===== src/rtl/bp_reg_master_pkg.sv =====
// -----------------------------------------------------------------------------
// bp_reg_master_pkg
//   Shared bytepipe definitions used by the register master and by the
//   register-memory responder on the other end of the bytepipe.
//
//   Contents:
//     BP_BYTE_W   - bytepipe byte width
//     CMD_ADDR_W  - register address width carried in a command byte
//     bpState_t   - register-master FSM state encoding
//     bpCmd_t     - command byte layout: write flag in bit 7, address in [6:0]
//     makeCmd()   - packs a write flag and an address into a command byte
// -----------------------------------------------------------------------------
package bp_reg_master_pkg;

    localparam int BP_BYTE_W  = 8;
    localparam int CMD_ADDR_W = 7;

    typedef enum logic [2:0] {
        ST_IDLE  = 3'd0,
        ST_CMD   = 3'd1,
        ST_WDATA = 3'd2,
        ST_RWAIT = 3'd3,
        ST_RSP   = 3'd4
    } bpState_t;

    // Field order fixes the wire layout: first field is the MSB, so the write
    // flag lands on bit 7 and the address occupies bits [6:0].
    typedef struct packed {
        logic                  wr;
        logic [CMD_ADDR_W-1:0] addr;
    } bpCmd_t;

    function automatic logic [BP_BYTE_W-1:0] makeCmd(
        input logic                  wr,
        input logic [CMD_ADDR_W-1:0] addr
    );
        bpCmd_t cmd;
        cmd.wr   = wr;
        cmd.addr = addr;
        return cmd;
    endfunction

endpackage


===== src/rtl/bp_reg_master.sv =====
// -----------------------------------------------------------------------------
// bp_reg_master
//   Turns register read/write requests into bytepipe traffic toward a
//   register-memory responder. A write sends {1,addr} then the data byte and
//   expects nothing back; a read sends {0,addr} and consumes exactly one
//   response byte, giving up after TIMEOUT_CYCLES cycles of silence.
//
//   Parameters:
//     TIMEOUT_CYCLES - cycles to wait for a read-response byte (>= 1)
//     ADDR_W         - register address width, must stay 7 (command byte)
//
//   Ports:
//     i_clk, i_rst          - clock, synchronous active-high reset
//     i_cg                  - clock-gate enable; 0 freezes all state
//     i_req_*/o_req_ready   - request channel (wr, addr, wdata)
//     o_rsp_*/i_rsp_ready   - completion channel (rdata, timeout flag)
//     o_bp_data/o_bp_valid/i_bp_ready - bytepipe out to the responder
//     i_bp_data/i_bp_valid/o_bp_ready - bytepipe in from the responder
//
//   All outputs are registered and updated together with the FSM.
// -----------------------------------------------------------------------------
module bp_reg_master
    import bp_reg_master_pkg::*;
#(
    parameter int TIMEOUT_CYCLES = 1023,
    parameter int ADDR_W         = 7
) (
    input  logic              i_clk,
    input  logic              i_rst,
    input  logic              i_cg,

    input  logic              i_req_valid,
    output logic              o_req_ready,
    input  logic              i_req_wr,
    input  logic [ADDR_W-1:0] i_req_addr,
    input  logic [7:0]        i_req_wdata,

    output logic              o_rsp_valid,
    input  logic              i_rsp_ready,
    output logic [7:0]        o_rsp_rdata,
    output logic              o_rsp_timeout,

    output logic [7:0]        o_bp_data,
    output logic              o_bp_valid,
    input  logic              i_bp_ready,

    input  logic [7:0]        i_bp_data,
    input  logic              i_bp_valid,
    output logic              o_bp_ready
);

    localparam int                CNT_W    = $clog2(TIMEOUT_CYCLES + 1);
    // Last count value before giving up, and the saturated value held after.
    localparam logic [CNT_W-1:0]  CNT_LAST = CNT_W'(TIMEOUT_CYCLES - 1);
    localparam logic [CNT_W-1:0]  CNT_MAX  = CNT_W'(TIMEOUT_CYCLES);

    bpState_t          state;
    logic              reqWr;
    logic [7:0]        reqWdata;
    logic [CNT_W-1:0]  toCnt;

    // NOTE: every register here is assigned with <= so all of them update
    // from the same pre-edge values; blocking = would let later statements
    // see half-updated state and change behaviour with statement order.
    always_ff @(posedge i_clk) begin
        // Reset outranks the clock gate so a frozen block can still be cleared.
        if (i_rst) begin
            state         <= ST_IDLE;
            reqWr         <= 1'b0;
            reqWdata      <= '0;
            toCnt         <= '0;
            o_req_ready   <= 1'b1;
            o_rsp_valid   <= 1'b0;
            o_rsp_rdata   <= '0;
            o_rsp_timeout <= 1'b0;
            o_bp_valid    <= 1'b0;
            o_bp_data     <= '0;
            // Always ready: RWAIT consumes the byte, every other state flushes
            // stale or late bytes so they never back up the responder.
            o_bp_ready    <= 1'b1;
        end else if (i_cg) begin
            case (state)
                ST_IDLE: begin
                    // o_req_ready is 1 in this state, so valid alone accepts.
                    if (i_req_valid) begin
                        reqWr       <= i_req_wr;
                        reqWdata    <= i_req_wdata;
                        o_req_ready <= 1'b0;
                        o_bp_valid  <= 1'b1;
                        o_bp_data   <= makeCmd(i_req_wr, i_req_addr);
                        state       <= ST_CMD;
                    end
                end

                ST_CMD: begin
                    // Command byte is held until taken; never retracted.
                    if (i_bp_ready) begin
                        if (reqWr) begin
                            o_bp_data <= reqWdata;
                            state     <= ST_WDATA;
                        end else begin
                            o_bp_valid <= 1'b0;
                            o_bp_data  <= '0;
                            toCnt      <= '0;
                            state      <= ST_RWAIT;
                        end
                    end
                end

                ST_WDATA: begin
                    if (i_bp_ready) begin
                        o_bp_valid    <= 1'b0;
                        o_bp_data     <= '0;
                        o_rsp_valid   <= 1'b1;
                        o_rsp_rdata   <= '0;
                        o_rsp_timeout <= 1'b0;
                        state         <= ST_RSP;
                    end
                end

                ST_RWAIT: begin
                    // A byte arriving on the final cycle still wins over the
                    // timeout.
                    if (i_bp_valid) begin
                        o_rsp_valid   <= 1'b1;
                        o_rsp_rdata   <= i_bp_data;
                        o_rsp_timeout <= 1'b0;
                        state         <= ST_RSP;
                    end else if (toCnt == CNT_LAST) begin
                        toCnt         <= CNT_MAX;
                        o_rsp_valid   <= 1'b1;
                        o_rsp_rdata   <= '0;
                        o_rsp_timeout <= 1'b1;
                        state         <= ST_RSP;
                    end else if (toCnt != CNT_MAX) begin
                        toCnt <= toCnt + 1'b1;
                    end
                end

                ST_RSP: begin
                    // req_ready rises only in the following cycle, so a new
                    // request can never be taken on the completion edge.
                    if (i_rsp_ready) begin
                        o_rsp_valid   <= 1'b0;
                        o_rsp_rdata   <= '0;
                        o_rsp_timeout <= 1'b0;
                        o_req_ready   <= 1'b1;
                        state         <= ST_IDLE;
                    end
                end

                default: begin
                    o_req_ready   <= 1'b1;
                    o_rsp_valid   <= 1'b0;
                    o_rsp_rdata   <= '0;
                    o_rsp_timeout <= 1'b0;
                    o_bp_valid    <= 1'b0;
                    o_bp_data     <= '0;
                    state         <= ST_IDLE;
                end
            endcase
        end
    end

endmodule


===== config.mk =====
export PLATFORM = sky130hd
export DESIGN_NAME = bp_reg_master
export DESIGN_NICKNAME = d
export VERILOG_FILES = /design/src/rtl/bp_reg_master_pkg.sv /design/src/rtl/bp_reg_master.sv
export SDC_FILE = /design/constraint.sdc
export NUM_CORES = 1
export LEC_CHECK = 0
export ABC_AREA = 1
export CORE_MARGIN = 4
export CORE_UTILIZATION = 53
export CTS_CLUSTER_DIAMETER = 40
export DETAILED_ROUTE_END_ITERATION = 6
export GPL_TIMING_DRIVEN = 1
export HOLD_SLACK_MARGIN = 0.03
export PLACE_DENSITY = 0.9
export SLEW_MARGIN = 20
export SYNTH_ARGS = -nofsm -noshare
export SYNTH_HDL_FRONTEND = slang
export SYNTH_SLANG_ARGS = --single-unit

===== constraint.sdc =====
create_clock -name i_clk -period 2.7 [get_ports i_clk]
set_clock_uncertainty 0.05 [all_clocks]
set_input_delay 0.81 -clock i_clk [delete_from_list [all_inputs] [get_ports i_clk]]
set_output_delay 0.81 -clock i_clk [all_outputs]
set_load 0.03 [all_outputs]

==> flow_summary.yaml, run 1 <==
logic_synthesis:
  synth.area.top_cells: "dfxtp_1 (38%), nand2_1 (12%), nor2_1 (7.9%), a21oi_1 (7.3%), o21ai_0 (6.6%)"
  post-synth-top-area-fraction_pct: 38.4
  avgSynthCellArea_sq_um: 6.72
  synth_top_family_by_area: "simple AND/OR/NAND/NOR gates"
  synth_common_cells: "nand2_1 (72), nor2_1 (46), dfxtp_1 (42)"
  yosysSeqAreaShare_pct: 38.4
  synth_adder_area_share_pct: 1.14
  async_reset_ff_share_pct: 0
  synth_compound_area_share_pct: 15.5
  synthFlopType: "dfxtp_1"
  yosysMostFrequentCell: "nand2_1"
  synth_edf_count: 0
  ys_ff_latch: 42
  synth_area_sq_mm: 0.00219
  synthXorXnorAreaFrac_pct: 1.60
  ys_types: 26
  syn_nets: 359
  yosys.area.top_type: "dfxtp_1"
  syn_inst: 326
  ys_warn_count: 0
  synthSimpleGateAreaFrac_pct: 33.9
  post_synth_mux_area_share_pct: 0
timing:
  whs_ns: 0.401
  maxSlewViolCount: 0
  setup_violations: 0
  relSlewSlack_pct: 61.3
  setup_tns_ns: 0
  fin_crit_sh_pct: 81.9
  fmax_ghz: 0.452
  hold_violations: 0
  rsz0062_at_grt: "no"
  period_minus_slack_ns: 2.21
  worstMarginPinSlew_ns: 0.579
critical_path:
  cp.arrival_ns: 2.39
  timing.rr.end: "reqWdata[3]"
  r2r_start: "state[1]"
  rr_worst_depth: 6
  crit_slowest_cell: "clkdlybuf4s50_1"
  endpoint_kind: "register"
  max_stage_delay_ns: 0.47
  path_class: "input port to register"
  critPathBufInv: 2
  cp_top_family: "simple AND/OR/NAND/NOR gates"
  path_cells: "clkdlybuf4s50_1 -> inv_1 -> nor2_4 -> nor2_1 -> nand2_1 -> nor2_2 -> nand3_1 -> a21oi_2"
  r2r_slack_ns: 0.77
  cp-start-kind: "input port"
  worstPathMaxFanout: 11
  required_ns: 2.88
clock_network:
  cts.hold.buffers_added: 0
  cts_made_buffers: 5
  cts_setup_buffers: 0
  post_cts_resized: 0
  clkTransAtPathRegs_ns: 0.09
  htree_num_levels: 2
  cts-root-buf: "clkbuf_8"
  clock_sinks: 42
  cts_tree: "built"
  cts.path.max_buffers: 2
  clock_latency_ns: 0.30
drt:
  drt_pass1_iterations: 4
  vias: 2183
  met1Wirelength_um: 2250
  via_per_inst: 5.10
  postRouteAntennaNets: 0
  wl_met2_um: 2540
  drtIter0Drc: 201
  wire_per_inst_um: 12.0
  drc: 0
  wirelength_um: 5150
  route.met3.wl_um: 296
  top_layer_used: "met4"
finish:
  layout.nets: 410
  drive_gt1_share_pct: 8.47
  antenna_cells: 0
  area_growth_pct: 29.2
global_route:
  grt_overflow: 0
  grt_pass1_vias: 2038
  grt_antenna_before_repair: 0
  grt_max_degree: 32
  groute.usage.overall_pct: 21.2
  grt_pass1_wl_um: 8880
floorplan:
  die_w_um: 72.3
  start_util_pct: 54.8
  die_area_sq_mm: 0.00523
  coreArea_sq_mm: 0.00400
  die_h_um: 72.3
  io_pins: 52
  rows: 23
power_and_ir_drop:
  p_leak_nw: 1.14
  p_clk_share_pct: 27.5
  sequentialPowerShare_pct: 40.3
  power_switching_mw: 0.642
  power_density_mw_per_mm2: 651
  ir_drop_v: 0.000490
  comb_power_share_pct: 32.2
  switching_share_pct: 34.8
  intPower_mw: 1.20
min_path:
  hp-class: "register to register"
  hold_start: "reqWdata[1]"
  hold_end: "reqWdata[1]"
  whs_path_depth: 2
outcome:
  status: "finished clean"
flow_run:
  max_cap_viol_count: 0
placed_design:
  routabilityCongestion: 0.905
  portBuffers: 50
  dp_hpwl_um: 3760
layer usage:
metal  up-vias  global-route usage (%)
met5         -                       0
met4         0                    7.93
met3         8                    5.68
met2        58                    35.3
met1       970                    26.3
li1       1147                       -
through the flow:
step	cells	instance area, sq um	utilization, %	power [mW]	worst slack [ns]
detailed placement	420	2720	68.0	1.35	0.196
global route	428	2830	70.8	1.96	0.369
global placement	420	2720	68.0	1.33	0.265
finish	428	2830	70.8	1.84	0.489
floorplan	326	2190	-	1.15	0.991
CTS	428	2830	70.8	1.85	0.498
final cells by class:
| cell class | count | area, sq um |
|---|---|---|
| Fill cell | 325 | 1170 |
| Multi-Input combinational cell | 235 | 1150 |
| Sequential cell | 42 | 841 |
| Timing Repair Buffer | 52 | 515 |
| Inverter | 41 | 154 |
| Clock buffer | 5 | 68.8 |
| Tap cell | 50 | 62.6 |
| Clock inverter | 3 | 43.8 |
power by group through the flow:
| stage | combinational [mW] | clock [mW] | sequential [mW] |
|---|---|---|---|
| floorplan | 0.302 | 0 | 0.847 |
| global placement | 0.579 | 0 | 0.754 |
| detailed placement | 0.593 | 0 | 0.758 |
| CTS | 0.595 | 0.511 | 0.744 |
| global route | 0.658 | 0.545 | 0.754 |
| finish | 0.594 | 0.506 | 0.744 |
worst min-delay path, stage by stage, from the launching register on:
cell,delay [ns]
dfxtp_1,0.31
inv_1,0.05
a21oi_1,0.05
flip-flops by register name, indices dropped and copies added, names as in the netlist:
signal and cells:
o_bp_data 8, o_bp_valid 1, o_req_ready 1, o_rsp_rdata 8, o_rsp_timeout 1, o_rsp_valid 1
reqWdata 8, reqWr 1, state 3, toCnt 10
placed cells by master (no fill, tap or decap), drive strengths merged, types with 2 or more instances in the layout:
cell type      netlist  final
dfxtp               42     42
inv                 41     42
ha                   2      2
a21oi               34     34
o21ai               31     31
nand3b               2      2
nand2               75     75
nand3               22     22
xnor2                3      3
nor2                56     56
buf                  4      2
clkbuf               4      5
clkdlybuf4s50        0     50
nand4                7      7
worst max-delay path by stage:
stage | from | end | slack (ns) | cells past startpoint
2_1_floorplan | i_rsp_ready | o_rsp_rdata[0] | 0.99 | 8
3_3_place_gp | i_bp_valid | toCnt[7] | 0.26 | 8
3_5_place_dp | i_bp_valid | toCnt[7] | 0.20 | 8
4_1_cts | i_bp_valid | toCnt[7] | 0.50 | 8
5_1_grt | i_bp_valid | toCnt[8] | 0.37 | 8
6_report | i_bp_valid | toCnt[7] | 0.49 | 8
logic make-up (layout without fill, tap and decap cells):
| group | count (synthesis) | count (layout) |
|---|---|---|
| simple gates | 162 | 162 |
| xor+xnor | 4 | 4 |
| other cells | 1 | 1 |
| fa+ha+maj | 2 | 2 |
| buf+inv | 49 | 101 |
| compound gates | 66 | 66 |
| flops | 42 | 42 |
Note: power is estimated with default switching activity, not from simulation.
==> inputs of run 2 (changes only) <==
--- a/config.mk
+++ b/config.mk
@@ -7,12 +7,12 @@
 export LEC_CHECK = 0
 export ABC_AREA = 1
 export CORE_MARGIN = 4
-export CORE_UTILIZATION = 53
+export CORE_UTILIZATION = 49
 export CTS_CLUSTER_DIAMETER = 40
 export DETAILED_ROUTE_END_ITERATION = 6
 export GPL_TIMING_DRIVEN = 1
 export HOLD_SLACK_MARGIN = 0.03
-export PLACE_DENSITY = 0.9
+export PLACE_DENSITY = 0.85
 export SLEW_MARGIN = 20
 export SYNTH_ARGS = -nofsm -noshare
 export SYNTH_HDL_FRONTEND = slang
==> constraint.sdc (replaced) <==
create_clock -name i_clk -period 2.1 [get_ports i_clk]
set_clock_uncertainty 0.05 [all_clocks]
set_input_delay 0.63 -clock i_clk [delete_from_list [all_inputs] [get_ports i_clk]]
set_output_delay 0.63 -clock i_clk [all_outputs]
set_load 0.03 [all_outputs]
==> run 2 against run 1 <==
Effect of this change:
- first-iteration DRC count grew 8.0%
- power rose by 23%
- utilization is 4.5 points lower
- register-to-register slack lost 0.46 ns
- routed wire length down 0.56%
- cell area up 1.9%
- flip-flop and latch count is the same
- critical path depth fell by 7
- clock-buffer cell count increased by 2
- hold slack worse by 0.0037 ns
- via count up 1.8%
- highest routed layer unchanged
==> flow_summary.yaml, run 2 (same netlist as run 1, synthesis figures left out) <==
outcome:
  status: "finished clean"
critical_path:
  r2r_start: "toCnt[0]"
  endpoint_kind: "primary output"
  max_stage_delay_ns: 0.68
  cp.arrival_ns: 1.32
  required_ns: 1.42
  cp_top_family: "buffers and inverters"
  rr_worst_depth: 11
  crit_slowest_cell: "clkdlybuf4s50_1"
  path_cells: "clkdlybuf4s50_1"
  path_class: "register to primary output"
  critPathBufInv: 1
  worstPathMaxFanout: 2
  cp-start-kind: "register"
  timing.rr.end: "state[1]"
  r2r_slack_ns: 0.31
clock_network:
  clock_sinks: 42
  clock_latency_ns: 0.30
  cts_made_buffers: 5
  htree_num_levels: 2
  cts_setup_buffers: 0
  post_cts_resized: 0
  cts.hold.buffers_added: 0
  cts.path.max_buffers: 2
  clkTransAtPathRegs_ns: 0.08
  cts_tree: "built"
  cts-root-buf: "clkbuf_8"
global_route:
  grt_max_degree: 32
  grt_overflow: 0
  grt_antenna_before_repair: 0
  groute.usage.overall_pct: 19.0
  grt_pass1_wl_um: 8340
  grt_pass1_vias: 1952
floorplan:
  die_h_um: 74.9
  coreArea_sq_mm: 0.00435
  io_pins: 52
  die_area_sq_mm: 0.00561
  die_w_um: 74.9
  start_util_pct: 50.3
  rows: 24
timing:
  period_minus_slack_ns: 2.00
  rsz0062_at_grt: "no"
  setup_violations: 0
  hold_violations: 0
  fin_crit_sh_pct: 95.5
  setup_tns_ns: 0
  maxSlewViolCount: 0
  fmax_ghz: 0.499
power_and_ir_drop:
  power_mw: 2.27
  power_density_mw_per_mm2: 788
  switching_share_pct: 35.2
  ir_drop_v: 0.000303
  sequentialPowerShare_pct: 42.0
  p_clk_share_pct: 23.8
  power_switching_mw: 0.800
  comb_power_share_pct: 34.3
  p_leak_nw: 1.17
  intPower_mw: 1.47
min_path:
  hold_start: "reqWdata[4]"
  whs_path_depth: 2
  hp-class: "register to register"
  hold_end: "reqWdata[4]"
drt:
  wire_per_inst_um: 11.7
  drc: 0
  wirelength_um: 5120
  drt_pass1_iterations: 5
  drtIter0Drc: 217
  via_per_inst: 5.08
  postRouteAntennaNets: 0
  vias: 2223
finish:
  regMostFlops: "toCnt"
  layout.nets: 418
  antenna_cells: 0
  final_common_cell: "nand2_1"
  fill_cells: 410
  mostFrequentLayoutCells: "nand2_1 (72), clkdlybuf4s50_1 (50), nor2_1 (46)"
  drive_gt1_share_pct: 10.1
  largest_reg_flops: 10
  area_growth_pct: 31.7
placed_design:
  routabilityCongestion: 0.942
  dp_hpwl_um: 3850
  portBuffers: 50
flow_run:
  max_cap_viol_count: 0
[run 2: changes by cell type in the layout (fill, tap and decap cells not counted)]
cell       change
bufinv_16      -1
buf_4          +7
inv_6          -1
clkbuf_1       +1
clkbuf_8       +1
buf_12         +1
[run 2: final cells by class]
cell class	instances	area, sq um	area share, %
clock buffers	7	86.3	2.99
clock inverters	1	5.00	0.173
inverters	41	154	5.33
multi-input cells	235	1150	39.7
flip-flops and latches	42	841	29.1
well taps	52	65.1	2.25
repair buffers	60	588	20.4
[run 2: per-stage QoR]
| stage | hold WS [ns] | utilization, % | area [sq um] | std cells | worst slack (ns) |
|---|---|---|---|---|---|
| global route | 0.414 | 66.3 | 2890 | 438 | 0.0685 |
| floorplan | 0.374 | - | 2190 | 326 | 0.501 |
| CTS | 0.402 | 66.3 | 2890 | 438 | 0.0871 |
| finish | 0.398 | 66.3 | 2890 | 438 | 0.0955 |
| detailed placement | 0.389 | 64.2 | 2800 | 430 | -0.0217 |
| global placement | 0.385 | 64.2 | 2800 | 430 | 0.0173 |
[run 2: routing by layer]
layer	track usage, %	up-vias	part of all wire [%]
met1	23.8	1003	43
met3	2.94	7	4.7
li1	-	1160	-
met5	0	-	0
met4	7.91	0	1.6
met2	32.4	53	50
[run 2: worst max path at each step]
| stage | from | to | depth (start not counted) |
|---|---|---|---|
| final | o_bp_valid | o_bp_valid | 1 |
| after floorplan | toCnt[0] | toCnt[6] | 9 |
| after global placement | i_bp_ready | state[0] | 10 |
| after detailed placement | i_bp_ready | state[0] | 10 |
| after global routing | o_bp_data[6] | o_bp_data[6] | 1 |
| after CTS | o_bp_valid | o_bp_valid | 1 |
[run 2: power groups by stage]
| stage | sequential [mW] | combinational [mW] | clock, mW |
|---|---|---|---|
| 5_1_grt | 0.964 | 0.869 | 0.576 |
| 6_report | 0.955 | 0.779 | 0.541 |
| 4_1_cts | 0.955 | 0.784 | 0.552 |
| 3_3_place_gp | 0.969 | 0.769 | 0 |
| 3_5_place_dp | 0.973 | 0.781 | 0 |
| 2_1_floorplan | 1.09 | 0.388 | 0 |
==> inputs of run 3 (changes only) <==
--- a/config.mk
+++ b/config.mk
@@ -7,12 +7,13 @@
 export LEC_CHECK = 0
 export ABC_AREA = 1
 export CORE_MARGIN = 4
-export CORE_UTILIZATION = 49
+export CORE_UTILIZATION = 45
 export CTS_CLUSTER_DIAMETER = 40
 export DETAILED_ROUTE_END_ITERATION = 6
 export GPL_TIMING_DRIVEN = 1
 export HOLD_SLACK_MARGIN = 0.03
-export PLACE_DENSITY = 0.85
+export PLACE_DENSITY = 0.82
+export REMOVE_ABC_BUFFERS = 1
 export SLEW_MARGIN = 20
 export SYNTH_ARGS = -nofsm -noshare
 export SYNTH_HDL_FRONTEND = slang
==> constraint.sdc (replaced) <==
create_clock -name i_clk -period 1.7 [get_ports i_clk]
set_clock_uncertainty 0.05 [all_clocks]
set_input_delay 0.51 -clock i_clk [delete_from_list [all_inputs] [get_ports i_clk]]
set_output_delay 0.51 -clock i_clk [all_outputs]
set_load 0.03 [all_outputs]
==> run 3 against run 2 <==
Effect of this change:
- power is 41% higher
- clock power is 81% higher
- routed wire length is 14% higher
- sequential power is 24% higher
- critical path type is now input port to register
- final cell count is 7.1% higher
- sequential share of layout area is 2.1 points lower
- combinational power is 35% higher
- global-route usage is 0.63 points lower
- first-iteration DRC count is 40% lower
- register-to-register slack worse by 0.24 ns
==> flow_summary.yaml, run 3 (same netlist as run 1, synthesis figures left out) <==
critical_path:
  r2r_slack_ns: 0.07
  cp.arrival_ns: 1.86
  critPathBufInv: 3
  crit_top_cell: "nand2_1"
  max_stage_delay_ns: 0.49
  required_ns: 1.88
  path_cells: "clkdlybuf4s50_1 -> inv_1 -> nand2_1 -> nand2_1 -> nor2_4 -> nand3_1 -> nand2_1 -> inv_1 -> nor2_1"
  path_class: "input port to register"
  crit_slowest_cell: "clkdlybuf4s50_1"
  r2r_start: "toCnt[1]"
  cp_top_family: "simple AND/OR/NAND/NOR gates"
  worstPathMaxFanout: 3
  endpoint_kind: "register"
  cp-start-kind: "input port"
  crit_start: "i_req_valid"
global_route:
  grt_antenna_before_repair: 0
  grt_max_degree: 19
  grt_pass1_wl_um: 9060
  grt_overflow: 0
  groute.usage.overall_pct: 18.4
  grt_pass1_vias: 2094
floorplan:
  die_w_um: 77.8
  die_area_sq_mm: 0.00605
  die_h_um: 77.8
  rows: 25
  coreArea_sq_mm: 0.00472
  start_util_pct: 46.4
  io_pins: 52
timing:
  setup_tns_ns: 0
  hold_violations: 0
  fin_crit_sh_pct: 98.4
  fmax_ghz: 0.598
  maxSlewViolCount: 0
  period_minus_slack_ns: 1.67
  setup_violations: 0
  final.setup.worst_slack_ns: 0.0269
finish:
  regMostFlops: "toCnt"
  drive_gt1_share_pct: 17.9
  area_growth_pct: 43.0
  layout.nets: 434
  fin_util_pct: 66.4
  final_common_cell: "nand2_1"
  mostFrequentLayoutCells: "nand2_1 (71), nor2_1 (39), dfxtp_1 (38)"
  antenna_cells: 0
  largest_reg_flops: 10
drt:
  vias: 2345
  wire_per_inst_um: 12.5
  via_per_inst: 5.00
  postRouteAntennaNets: 0
  drtIter0Drc: 131
  drt_pass1_iterations: 5
  drc: 0
  wirelength_um: 5860
flow_run:
  max_cap_viol_count: 0
clock_network:
  clock_sinks: 42
  cts_made_buffers: 5
  clkTransAtPathRegs_ns: 0.08
  cts.hold.buffers_added: 0
  cts-root-buf: "clkbuf_8"
  cts_tree: "built"
  htree_num_levels: 2
  cts.path.max_buffers: 2
  clock_latency_ns: 0.30
outcome:
  status: "finished clean"
power_and_ir_drop:
  p_leak_nw: 1.37
  ir_drop_v: 0.000559
  power_mw: 3.21
  power_density_mw_per_mm2: 1020
min_path:
  hp-class: "register to register"
  hold_start: "reqWdata[0]"
placed_design:
  dpl_worst_slack_ns: -0.290
  routabilityCongestion: 0.937
  dp_hpwl_um: 4090
  portBuffers: 50
run 3: cell types whose count changed in the layout (fill, tap and decap cells not counted), moves of 4 or more:
cell	delta
clkdlybuf4s50_1	-22
dlygate4sd2_1	+20
buf_4	+13
nor2_1	-7
nor2_4	+6
dfxtp_1	-4
dfxtp_2	+4
run 3: path summary, 6_finish.rpt:
path / to / depth (start not counted)
min: reqWdata[0] / 2
max reg2reg: toCnt[8] / 8
max: state[1] / 9
min reg2reg: reqWdata[0] / 2
run 3: per-stage QoR:
stage | hold slack, ns | cells | area (sq um)
finish | 0.398 | 469 | 3130
global route | 0.420 | 469 | 3130
CTS | 0.399 | 465 | 3010
detailed placement | 0.389 | 457 | 2890
global placement | 0.382 | 457 | 2890
floorplan | 0.377 | 318 | 2140
run 3: layout make-up:
| cell class | instances | area [sq um] |
|---|---|---|
| clock buffer | 6 | 82.6 |
| inverter | 41 | 156 |
| timing repair buffer | 74 | 668 |
| multi-input combinational | 237 | 1240 |
| fill | 411 | 1590 |
| tap | 67 | 83.8 |
| clock inverter | 2 | 60.1 |
| sequential | 42 | 846 |
run 3: routing by layer:
metal  up-vias  global-route usage, %  part of all wire (%)
met4         0                   5.34                   1.8
met3        13                   5.22                   7.0
li1       1203                      -                     -
met2        94                   31.8                    48
met5         -                      0                     0
met1      1035                   21.9                    43
run 3: where the power goes:
part	switching (mW)	total, mW	internal (mW)
sequential	0.0673	1.18	1.11
clock	0.350	0.977	0.626
combinational	0.655	1.05	0.399
total	1.07	3.21	2.13
run 3: tightest hold or removal path: stages (launching register included):
cell and delay (ns):
dfxtp_1 0.30, inv_1 0.05, a21oi_1 0.05
run 3: repair_timing:
| item | CTS | global route |
|---|---|---|
| buffers inserted | 0 | 2 |
| cloned | 0 | 2 |
| setup endpoints to repair | 22 | 38 |
| resized for setup | 21 | 30 |
| pin swaps | 0 | 5 |
